--- src/rtl/param_barrel_shifter_if.sv ---
// Bus for the counter-driven barrel shifter: load/shift controls from the
// source side, registered shifted word and status flags back from the shifter.
interface param_barrel_shifter_if #(
    parameter int unsigned WORD_LENGHT = 16,
    parameter int unsigned CW          = (WORD_LENGHT > 1) ? $clog2(WORD_LENGHT) : 1
);
    logic [WORD_LENGHT-1:0] data_in;
    logic                   load;
    logic                   shift_enable;
    logic                   synch_reset;
    logic [1:0]             mode;
    logic [WORD_LENGHT-1:0] data_out;
    logic                   data_valid;
    logic [CW-1:0]          shift_amount;
    logic                   wrap;

    modport master (
        output data_in, load, shift_enable, synch_reset, mode,
        input  data_out, data_valid, shift_amount, wrap
    );

    modport slave (
        input  data_in, load, shift_enable, synch_reset, mode,
        output data_out, data_valid, shift_amount, wrap
    );
endinterface

--- src/rtl/param_barrel_shifter.sv ---
// Sequential barrel shifter: a captured word is shifted by count*STEP, where
// count advances on shift_enable and wraps after a full word. Four shift modes,
// registered output, one-cycle wrap indication.
module param_barrel_shifter #(
    parameter int unsigned WORD_LENGHT = 16,
    parameter int unsigned STEP        = 2
) (
    input  logic                  clk,
    input  logic                  reset,
    param_barrel_shifter_if.slave bus
);
    localparam int unsigned W         = WORD_LENGHT;
    localparam int unsigned MAX_COUNT = WORD_LENGHT / STEP;
    localparam int unsigned CW        = (W > 1) ? $clog2(W) : 1;
    localparam int unsigned CNTW      = (MAX_COUNT > 1) ? $clog2(MAX_COUNT) : 1;

    generate
        if (STEP < 1 || (WORD_LENGHT % STEP) != 0) begin : g_bad_params
            $error("param_barrel_shifter: WORD_LENGHT must be a non-zero multiple of STEP");
        end
    endgenerate

    typedef enum logic [1:0] {
        MODE_LSR = 2'b00,
        MODE_LSL = 2'b01,
        MODE_ROR = 2'b10,
        MODE_ASR = 2'b11
    } mode_e;

    logic [W-1:0]    data_q;
    logic [CNTW-1:0] count;
    logic            valid_pending;
    logic            wrap_pending;
    logic [CW-1:0]   amount;
    logic [W-1:0]    shifted;
    logic [2*W-1:0]  rotated;
    mode_e           mode_sel;
    logic            count_at_max;

    assign count_at_max = (count == CNTW'(MAX_COUNT - 1));

    // Control state: held word, shift counter, pending valid/wrap flags
    always_ff @(posedge clk) begin
        if (reset) begin
            data_q        <= '0;
            count         <= '0;
            valid_pending <= 1'b0;
            wrap_pending  <= 1'b0;
        end else if (bus.synch_reset) begin
            count        <= '0;
            wrap_pending <= 1'b0;
        end else if (bus.load) begin
            data_q        <= bus.data_in;
            count         <= '0;
            valid_pending <= 1'b1;
            wrap_pending  <= 1'b0;
        end else if (bus.shift_enable) begin
            count        <= count_at_max ? '0 : count + 1'b1;
            wrap_pending <= count_at_max;
        end else begin
            wrap_pending <= 1'b0;
        end
    end

    // Shift network: amount never exceeds W-STEP, so it always fits in CW bits
    always_comb begin
        amount   = CW'(32'(count) * STEP);
        mode_sel = mode_e'(bus.mode);
        rotated  = {data_q, data_q} >> amount;
        shifted  = data_q;
        case (mode_sel)
            MODE_LSR: shifted = data_q >> amount;
            MODE_LSL: shifted = data_q << amount;
            MODE_ROR: shifted = rotated[W-1:0];
            MODE_ASR: shifted = $unsigned($signed(data_q) >>> amount);
            default:  shifted = data_q;
        endcase
    end

    // Output register: one cycle behind the control state
    always_ff @(posedge clk) begin
        if (reset) begin
            bus.data_out     <= '0;
            bus.data_valid   <= 1'b0;
            bus.shift_amount <= '0;
            bus.wrap         <= 1'b0;
        end else begin
            bus.data_out     <= shifted;
            bus.data_valid   <= valid_pending;
            bus.shift_amount <= amount;
            bus.wrap         <= wrap_pending;
        end
    end
endmodule
--- src/flat_wrapper.sv ---
// flat-port wrapper written by rule: the top's interface ports become plain ports
module param_barrel_shifter_flat 
#(
    parameter int unsigned WORD_LENGHT = 16,
    parameter int unsigned STEP        = 2
)
  (clk, reset, bus_data_in, bus_load, bus_shift_enable, bus_synch_reset, bus_mode, bus_data_out, bus_data_valid, bus_shift_amount, bus_wrap);
  param_barrel_shifter_if #(.WORD_LENGHT(WORD_LENGHT)) bus_i ();
  input  logic clk;
  input  logic reset;
  input wire logic [$bits(bus_i.data_in)-1:0] bus_data_in;
  input wire logic [$bits(bus_i.load)-1:0] bus_load;
  input wire logic [$bits(bus_i.shift_enable)-1:0] bus_shift_enable;
  input wire logic [$bits(bus_i.synch_reset)-1:0] bus_synch_reset;
  input wire logic [$bits(bus_i.mode)-1:0] bus_mode;
  output wire logic [$bits(bus_i.data_out)-1:0] bus_data_out;
  output wire logic [$bits(bus_i.data_valid)-1:0] bus_data_valid;
  output wire logic [$bits(bus_i.shift_amount)-1:0] bus_shift_amount;
  output wire logic [$bits(bus_i.wrap)-1:0] bus_wrap;
  assign bus_i.data_in = bus_data_in;
  assign bus_i.load = bus_load;
  assign bus_i.shift_enable = bus_shift_enable;
  assign bus_i.synch_reset = bus_synch_reset;
  assign bus_i.mode = bus_mode;
  assign bus_data_out = bus_i.data_out;
  assign bus_data_valid = bus_i.data_valid;
  assign bus_shift_amount = bus_i.shift_amount;
  assign bus_wrap = bus_i.wrap;
  param_barrel_shifter #(.WORD_LENGHT(WORD_LENGHT), .STEP(STEP)) u_core (.clk(clk), .reset(reset), .bus(bus_i));
endmodule
--- config.mk ---
export PLATFORM = sky130hd
export DESIGN_NAME = param_barrel_shifter_flat
export DESIGN_NICKNAME = d
export VERILOG_FILES = /design/src/rtl/param_barrel_shifter_if.sv /design/src/rtl/param_barrel_shifter.sv /design/src/flat_wrapper.sv
export SDC_FILE = /design/constraint.sdc
export NUM_CORES = 1
export LEC_CHECK = 0
export CAP_MARGIN = 20
export CORE_MARGIN = 2
export CORE_UTILIZATION = 45
export DETAILED_ROUTE_END_ITERATION = 10
export PLACE_DENSITY = 0.69
export SYNTH_ARGS = -nofsm -noshare
export SYNTH_HDL_FRONTEND = slang
export SYNTH_SLANG_ARGS = --single-unit
--- constraint.sdc ---
create_clock -name clk -period 4 [get_ports clk]
set_input_delay 1 -clock clk [delete_from_list [all_inputs] [get_ports clk]]
set_output_delay 1 -clock clk [all_outputs]
set_load 0.1 [all_outputs]
[Yosys cells after proc, flatten, opt, wreduce, memory -nomap -nowiden]
Cells that the tools add are included.
Word-level totals
  flip-flop bits (word level): 43
  input bits: 23
  output and inout port bits: 22
  word-level logic and storage cells: 26
Operators by class
  $add $sub $neg: 1
  equality and inequality tests: 4
  shifts and indexed selects: 4
  mux-type cells: 2
  bitwise logic cells: 2
  reductions and logical operators: 4
Operators with widths (count)
  16-bit one-hot mux with 4 select lines: 1
  32-bit by 4-bit right shift with 16-bit output: 1
  16-bit by 4-bit << shifter with 16-bit output: 1
  16-bit by 4-bit right shift with 16-bit output: 1
  16-bit by 4-bit >>> shifter with 16-bit output: 1
  2-bit == test (second input constant): 2
  4-bit OR reduction: 1
  3-bit by 1-bit adder with 3-bit output (second input constant): 1
  3-bit == test (second input constant): 1
  3-bit 2-to-1 mux: 1
  3-bit OR reduction: 1
  2-bit by 1-bit == test with 1-bit output (second input constant): 1
  2-bit logical NOT: 1
  1-bit NOT: 2
  2-bit AND reduction: 1

[Logic depth before layout (Yosys ltp)]
Gate-level depths: netlist of run 1.
  depth after elaboration: 2
  gate-level depth with buffers: 8
  depth with buffers taken out: 5

[Least setup slack after synthesis of run 1]
OpenSTA, ideal clock, no wires.
  kind: input-to-reg
  from: input bus_mode[0]
  to: register u_core.bus.data_out[12]
  library setup time: 0.075 ns
  arrival: 1.940 ns
  required time: 3.925 ns
  path slack: 1.985 ns
  cell stages on the path: 5
  buffers on the path: 1
  path through: clkbuf_1 nor4bb_1 a221o_1 a21oi_1 o22ai_1
Between the ends
  word-level cells in the longest chain between the ends: 2
  elaborated cells between the ends (all ways): 5
  those cells by class: eq/ne: 3; mux: 1; reduce/logical: 1
Ends and longest elaborated chain
  start, declared: line flat_wrapper.sv:15  | input wire logic [$bits(bus_i.mode)-1:0] bus_mode;
  2-bit == test (tied with other cells): line param_barrel_shifter.sv:71  | case (mode_sel)
  16-bit one-hot mux with 4 select lines (*): line param_barrel_shifter.sv:71
  end signal, assigned: line param_barrel_shifter.sv:88  | bus.data_out <= shifted;
  end, declared: line param_barrel_shifter_if.sv:24  | output data_out, data_valid, shift_amount, wrap
Every way passes the cells marked *; elsewhere a longest branch is shown, timed or not.
A chain may end at the register's enable or synchronous reset.

[Worst setup path after layout of run 1]
  from: input bus_mode[0]
  to: register u_core.bus.data_out[3]
Same word-level chain as after synthesis.

==> results of run 1 <==
## final cells by class
type | count | area [um2]
clock buffers | 6 | 82.6
clock inverters | 1 | 30.0
fillers | 573 | 2650
inverters | 7 | 26.3
multi-input cells | 230 | 1740
flip-flops and latches | 42 | 842
well taps | 75 | 93.8
repair buffers | 52 | 498
## final timing paths
kind | slack, ns | startpoint | cells after the start | end
setup / recovery | 1.03 | bus_mode[0] | 5 | u_core.bus.data_out[3]
hold / removal | 0.44 | u_core.wrap_pending | 1 | u_core.bus.wrap
setup reg to reg | 1.57 | u_core.count[0] | 4 | u_core.bus.data_out[9]
hold reg to reg | 0.44 | u_core.wrap_pending | 1 | u_core.bus.wrap
## report_power, final
group	internal, mW	leakage (nW)	total (mW)	switching, mW
sequential	0.433	0.343	0.457	0.0235
combinational	0.0752	0.693	0.192	0.117
clock	0.200	0.0573	0.344	0.144
total	0.708	1.09	0.993	0.284
## routing by layer
metal  up-vias  share of wire (%)
li1       1223                  -
met1      1190                 47
met2       100                 46
met3        10                5.8
met4         0                1.3
met5         -                  0
## flip-flops by register name, indices dropped and copies added (netlist names)
register / cells
u_core.bus.shift_amount: 3
u_core.bus.data_out: 16
u_core.wrap_pending: 1
u_core.data_q: 16
u_core.valid_pending: 1
u_core.count: 3
u_core.bus.data_valid: 1
u_core.bus.wrap: 1
## metrics by stage
stage          hold slack, ns  power [mW]  utilization [%]  worst slack [ns]  cell area (um2)
3_3_place_gp            0.422       0.655             53.6             0.893             3190
2_1_floorplan           0.414       0.601                -              1.98             2800
6_report                0.442       0.993             55.6              1.03             3310
5_1_grt                 0.466        1.03             55.6             0.860             3310
4_1_cts                 0.442        1.00             55.5              1.12             3300
3_5_place_dp            0.423       0.657             53.6             0.814             3190
## placed cells by master, fill, tap and decap left out, types with 3 or more instances in the layout
cell type	n
a211oi_1	11
a21oi_1	29
a31oi_1	3
buf_4	9
clkbuf_8	6
clkdlybuf4s50_1	43
dfxtp_1	41
inv_1	6
mux2_2	5
mux2i_1	14
mux4_1	8
mux4_2	7
nand2_1	43
nand2b_1	10
nand3b_1	4
nor2_1	15
nor2b_1	7
nor3_1	5
nor4_1	4
o211ai_1	3
o21ai_0	8
o22ai_1	6
o31ai_1	3
## worst max-delay path, cell delays in order
cell and delay (ns):
clkdlybuf4s50_1 0.92, nand2b_1 0.51, nor3_1 0.41, a211oi_1 0.11, a211oi_1 0.24
## cell families (layout without fill, tap and decap cells)
kind of cell / after synthesis / in the layout
buffers and inverters: 43 / 66
flip-flops: 42 / 42
AND/OR/NAND/NOR: 105 / 105
other: 1 / 1
adder cells (fa/ha/maj): 2 / 2
multiplexers: 34 / 34
AO/OA/AOI/OAI: 88 / 88
==> run metrics, run 1 <==
Clk Tree Root Cell=clkbuf_8; synthesized instance count=315; first-pass GRT wire length=11000 um; top post-synthesis cells by count=nand2_1 (43), dfxtp_1 (42), a21oi_1 (29), clkbuf_1 (15), nor2_1 (15); Global Route met1 Usage=27.7%; Syn Nets=340; CP Data Required Time=4.21 ns; CTS tree=done; setup bufs post-CTS=0; Die Span Y=82.9 um; layout cells sized above 1=10.7%; CTS resizes=0; clock skew=0.00310 ns; clk buf depth=2; EDFF count, synth=0; Syn Std Cell Area=0.00280 mm2; Post-CTS Hold Buffers=0; Max Transition Viols Final=0; xor/xnor share of the synthesized area=0%; Core Area=0.00596 mm2; Ports=45; Crit Path Max Fanout=23; Worst Tran Pin Value=0.980 ns; Layout area overhead=18.1%; flops & latches, synth=42; sequential element share of the synthesized area=30.0%; mux contribution to synthesized area=20.1%; worst-skew pair later-pin latency=0.30 ns; Max-cap violations=0; vias in the first global route=2153; peak supply drop=0.000168 V; # clock sinks=42; pwr dens=300 mW/mm2; WL/cell=16.3 um; CP arrival=3.19 ns; initial antenna violation count=0; # nets final=363; routing usage on met3=4.08%; largest net degree at the start of global routing=51; post-synthesis adder-cell area fraction=0.893%; clock slew seen by the registers of the worst setup and hold paths=0.08 ns; Pleak=1.09 nW; unrepaired setup endpoints after global routing=false; Post-route DRC=0; status=finished clean; total grt overflow=0; vias per cell=6.11; Final Cycle Share=74.3%; largest family of logic cells by synthesized area=compound AO/OA/AOI/OAI gates; final hold violation count=0; worst hold path type=reg2reg; Post-Synth Simple-Gate Area=18.8%; Vias=2523; asr flop ratio synth=0%; Port-buffer cells=43; ANT nets after route=0; Synth area leaders=dfxtp_1 (30%), mux4_1 (7.5%), nand2_1 (5.8%); Synth Area in Compound Gates=22.1%; Ys Warns=0; startpoint types=input port; min Tclk post-route=2.97 ns; Initial Util=47.1%; total CTS buffers=5; most frequent cell after synthesis=nand2_1; Unique masters post-synth=64; # diodes=0; non-filler cells, final=413; Tot GR Track Use=19.5%; Detailed Route WL=6720 um; gp weighted congestion=0.875; crit end category=register; setup TNS=0 ns; Final setup viols=0; initial DRC count=220; met2 usage=29.8%; post-DP HPWL=4600 um; Cells after DPL=405; slew margin rel.=34.6%; row count=28; Die W=82.9 um; syn_area_per_cell=8.90 um2; Setup CP Type=in2reg; busiest grt layer=met2; First-pass DRT Iterations=5; area of the die=0.00688 mm2; Main synth FF type=dfxtp_1; dominant cell type by area after synthesis=dfxtp_1; top cell type's share of synthesized area=30.0%; f_max=0.336 GHz; H-Tree Depth=2
No activity file was read; power rests on OpenSTA's default activity.
==> run 2: changes to the inputs <==
PLACE_DENSITY = 0.72   (was 0.69)
clock period = 2.4 ns   (was 4 ns; I/O delays follow)
==> run metrics, run 2 (synthesis results as in run 1) <==
status=finished clean; Clk Tree Root Cell=clkbuf_8; worst setup margin=0.323 ns; slew margin rel.=62.0%; # clock sinks=42; startpoint types=register; First-pass DRT Iterations=4; setup bufs post-CTS=0; setup TNS=0 ns; Min Hold Slack=0.445 ns; unrepaired setup endpoints after global routing=false; Post-route DRC=0; DP Worst Slack=0.0228 ns; Worst Tran Pin Value=0.569 ns; f_max=0.481 GHz; largest net degree at the start of global routing=57; Tot GR Track Use=20.0%; pwr dens=470 mW/mm2; gp weighted congestion=0.853; Setup CP Type=reg2reg; initial DRC count=172; Die W=82.9 um; Pleak=1.18 nW; Port-buffer cells=43; CTS tree=done; first-pass GRT wire length=11300 um; clock slew seen by the registers of the worst setup and hold paths=0.08 ns; # diodes=0; ANT nets after route=0; CP Data Required Time=2.57 ns; initial antenna violation count=0; CTS resizes=0; layout cells sized above 1=19.2%; CP arrival=2.25 ns; final core occ=55.8%; post-DP HPWL=4770 um; worst hold path type=reg2reg; fin area=0.00332 mm2; clk buf depth=2; min Tclk post-route=2.08 ns; Layout area overhead=18.6%; Final setup viols=0; top flop regs=u_core.bus.data_out: 16 flops, u_core.data_q: 16 flops; Max Transition Viols Final=0; Core Area=0.00596 mm2; peak supply drop=0.000246 V; commonest non-fill, non-tap cells in the layout=nand2_1 (43), dfxtp_1 (41), buf_4 (39), a21oi_1 (29), clkdlybuf4s50_1 (22); area of the die=0.00688 mm2; Detailed Route WL=6670 um; area of placed instances=0.00323 mm2; Initial Util=47.1%; total CTS buffers=5; Final Power=1.56 mW; crit end category=register; Max-cap violations=0; vias in the first global route=2283; Post-CTS Hold Buffers=0; clock skew=0.00802 ns; non-filler cells, final=424; worst-skew pair later-pin latency=0.30 ns; final hold violation count=0; leading cell type in the layout, fill and taps excluded=nand2_1; row count=28; Cells after DPL=416; Final Cycle Share=86.6%; H-Tree Depth=2; WL/cell=15.7 um; total grt overflow=0; Die Span Y=82.9 um; vias per cell=5.85; Ports=45; Crit Path Max Fanout=20; Vias=2482; # nets final=373
run 2: cell types whose count changed in the layout (fill, tap and decap cells not counted), sizes merged:
cell           previous run  this run
bufinv                    1         0
clkdlybuf4s50            43        22
clkinv                    0         1
buf                       9        40
clkbuf                    6         7
run 2: routing by layer:
| metal | vias to the layer above | part of all wire (%) | global-route usage, % |
|---|---|---|---|
| met3 | 11 | 8.0 | 4.77 |
| met2 | 95 | 44 | 30.0 |
| li1 | 1243 | - | - |
| met1 | 1133 | 46 | 27.8 |
| met4 | 0 | 1.7 | 7.60 |
| met5 | - | 0 | 0 |
run 2: critical path, stage by stage, from the launching register on:
cell and delay, ns:
dfxtp_2 0.63, mux4_1 0.66, a21bo_2 0.24, a211oi_1 0.32, a211oi_1 0.09
run 2: final cells by class:
type                            instances  area [um2]
Multi-Input combinational cell        230        1740
Tap cell                               75        93.8
Clock inverter                          1        5.00
Fill cell                             565        2630
Inverter                                7        26.3
Clock buffer                            7        86.3
Sequential cell                        42         842
Timing Repair Buffer                   62         533
run 2: where the power goes:
group / total (mW) / switching (mW) / internal [mW] / leakage [nW]
Combinational: 0.329 / 0.200 / 0.129 / 0.786
Clock: 0.476 / 0.243 / 0.232 / 0.0482
Sequential: 0.758 / 0.0351 / 0.723 / 0.343
run 2: worst paths after layout:
path / start / to / slack, ns / cells past startpoint
max: u_core.count[0] / u_core.bus.data_out[11] / 0.32 / 4
min: u_core.wrap_pending / u_core.bus.wrap / 0.45 / 1
max reg2reg: u_core.count[0] / u_core.bus.data_out[11] / 0.32 / 4
min reg2reg: u_core.wrap_pending / u_core.bus.wrap / 0.45 / 1
==> run 3: changes to the inputs <==
CORE_MARGIN = unset   (was 2)
==> run metrics, run 3 (synthesis results as in run 1) <==
status=finished clean; Min Hold Slack=0.447 ns; Core Area=0.00596 mm2; Clk Tree Root Cell=clkbuf_8; leading cell type in the layout, fill and taps excluded=nand2_1; ANT nets after route=0; pwr dens=460 mW/mm2; Pleak=1.17 nW; CTS resizes=0; top flop regs=u_core.bus.data_out: 16 flops, u_core.data_q: 16 flops; Port-buffer cells=43; Post-CTS Hold Buffers=0; Worst R2R Setup Slack=0.31 ns; First-pass DRT Iterations=5; worst path bufs/invs=1; largest net degree at the start of global routing=57; CP arrival=2.26 ns; unrepaired setup endpoints after global routing=false; commonest non-fill, non-tap cells in the layout=nand2_1 (43), dfxtp_1 (41), buf_4 (36), a21oi_1 (29), clkdlybuf4s50_1 (22); first-pass GRT wire length=11200 um; # clock sinks=42; area of the die=0.00655 mm2; Crit Path Max Fanout=19; Detailed Route WL=6820 um; largest delay contributor family on the critical path=flip-flops; total grt overflow=0; crit end category=register; Vias=2578; H-Tree Depth=2; startpoint types=register; Setup CP Type=reg2reg; worst path cell trace=buf_4 > mux4_1 > a211oi_1 > a2111oi_2; worst hold path type=reg2reg; Worst Tran Pin Value=0.549 ns; Hold Crit Depth=1; worst setup margin=0.312 ns; Max Transition Viols Final=0; Final Cycle Share=87.0%; Final setup viols=0; min Tclk post-route=2.09 ns; CP Depth=4; CTS tree=done; DP Worst Slack=0.0648 ns; Die W=80.9 um; setup TNS=0 ns; clock skew=0.00496 ns; maximum single-stage delay on the critical path=0.67 ns; Ports=45; Post-route DRC=0; Layout area overhead=18.1%; setup bufs post-CTS=0; final hold violation count=0; Die Span Y=80.9 um; vias per cell=6.12; post-DP HPWL=4820 um; layout cells sized above 1=18.8%; # nets final=371; vias in the first global route=2301; Worst R2R Path Depth=4; f_max=0.479 GHz; sequential cell area=842 um2; Multi-input gate area=0.00174 mm2; worst-skew pair later-pin latency=0.30 ns; peak supply drop=0.000253 V; clock slew seen by the registers of the worst setup and hold paths=0.08 ns; WL/cell=16.2 um; slew margin rel.=63.4%; Tot GR Track Use=22.2%; initial antenna violation count=0; # diodes=0; Filler cells=582; Initial Util=47.1%; CP Data Required Time=2.57 ns; initial DRC count=223; gp weighted congestion=0.873; row count=28; Max-cap violations=0; clk buf depth=2; slowest CP cell=dfxtp_2; total CTS buffers=5
[run 3: worst paths after layout]
path	startpoint	end
worst max register to register	u_core.count[0]	u_core.bus.data_out[14]
worst min register to register	u_core.wrap_pending	u_core.bus.wrap
worst min-delay path	u_core.wrap_pending	u_core.bus.wrap
worst max-delay path	u_core.count[0]	u_core.bus.data_out[14]
[run 3: metrics by stage]
step	util (%)	instance area, um2	power, mW	cells
4_1_cts	55.6	3310	1.54	421
6_report	55.6	3310	1.52	421
3_3_place_gp	54.2	3230	1.10	414
5_1_grt	55.6	3310	1.59	421
2_1_floorplan	-	2800	1.00	315
3_5_place_dp	54.2	3230	1.10	414
[run 3: routing by layer]
layer	part of all wire, %	track usage (%)	vias to the layer above
li1	-	-	1237
met1	44	29.8	1204
met2	46	34.6	124
met3	8.1	4.61	13
met4	2.0	8.75	0
met5	0	0	-
[run 3: final cells by class]
type / instances / area share (%)
inverter: 7 / 0.794
timing repair buffer: 60 / 16.0
multi-input combinational: 230 / 52.5
clock inverter: 2 / 0.302
clock buffer: 5 / 2.08
sequential: 42 / 25.4
tap: 75 / 2.84
[run 3: power by group]
group          leakage (nW)  internal [mW]  switching (mW)
combinational         0.782          0.130           0.204
clock                0.0438          0.195           0.234
sequential            0.343          0.723          0.0351
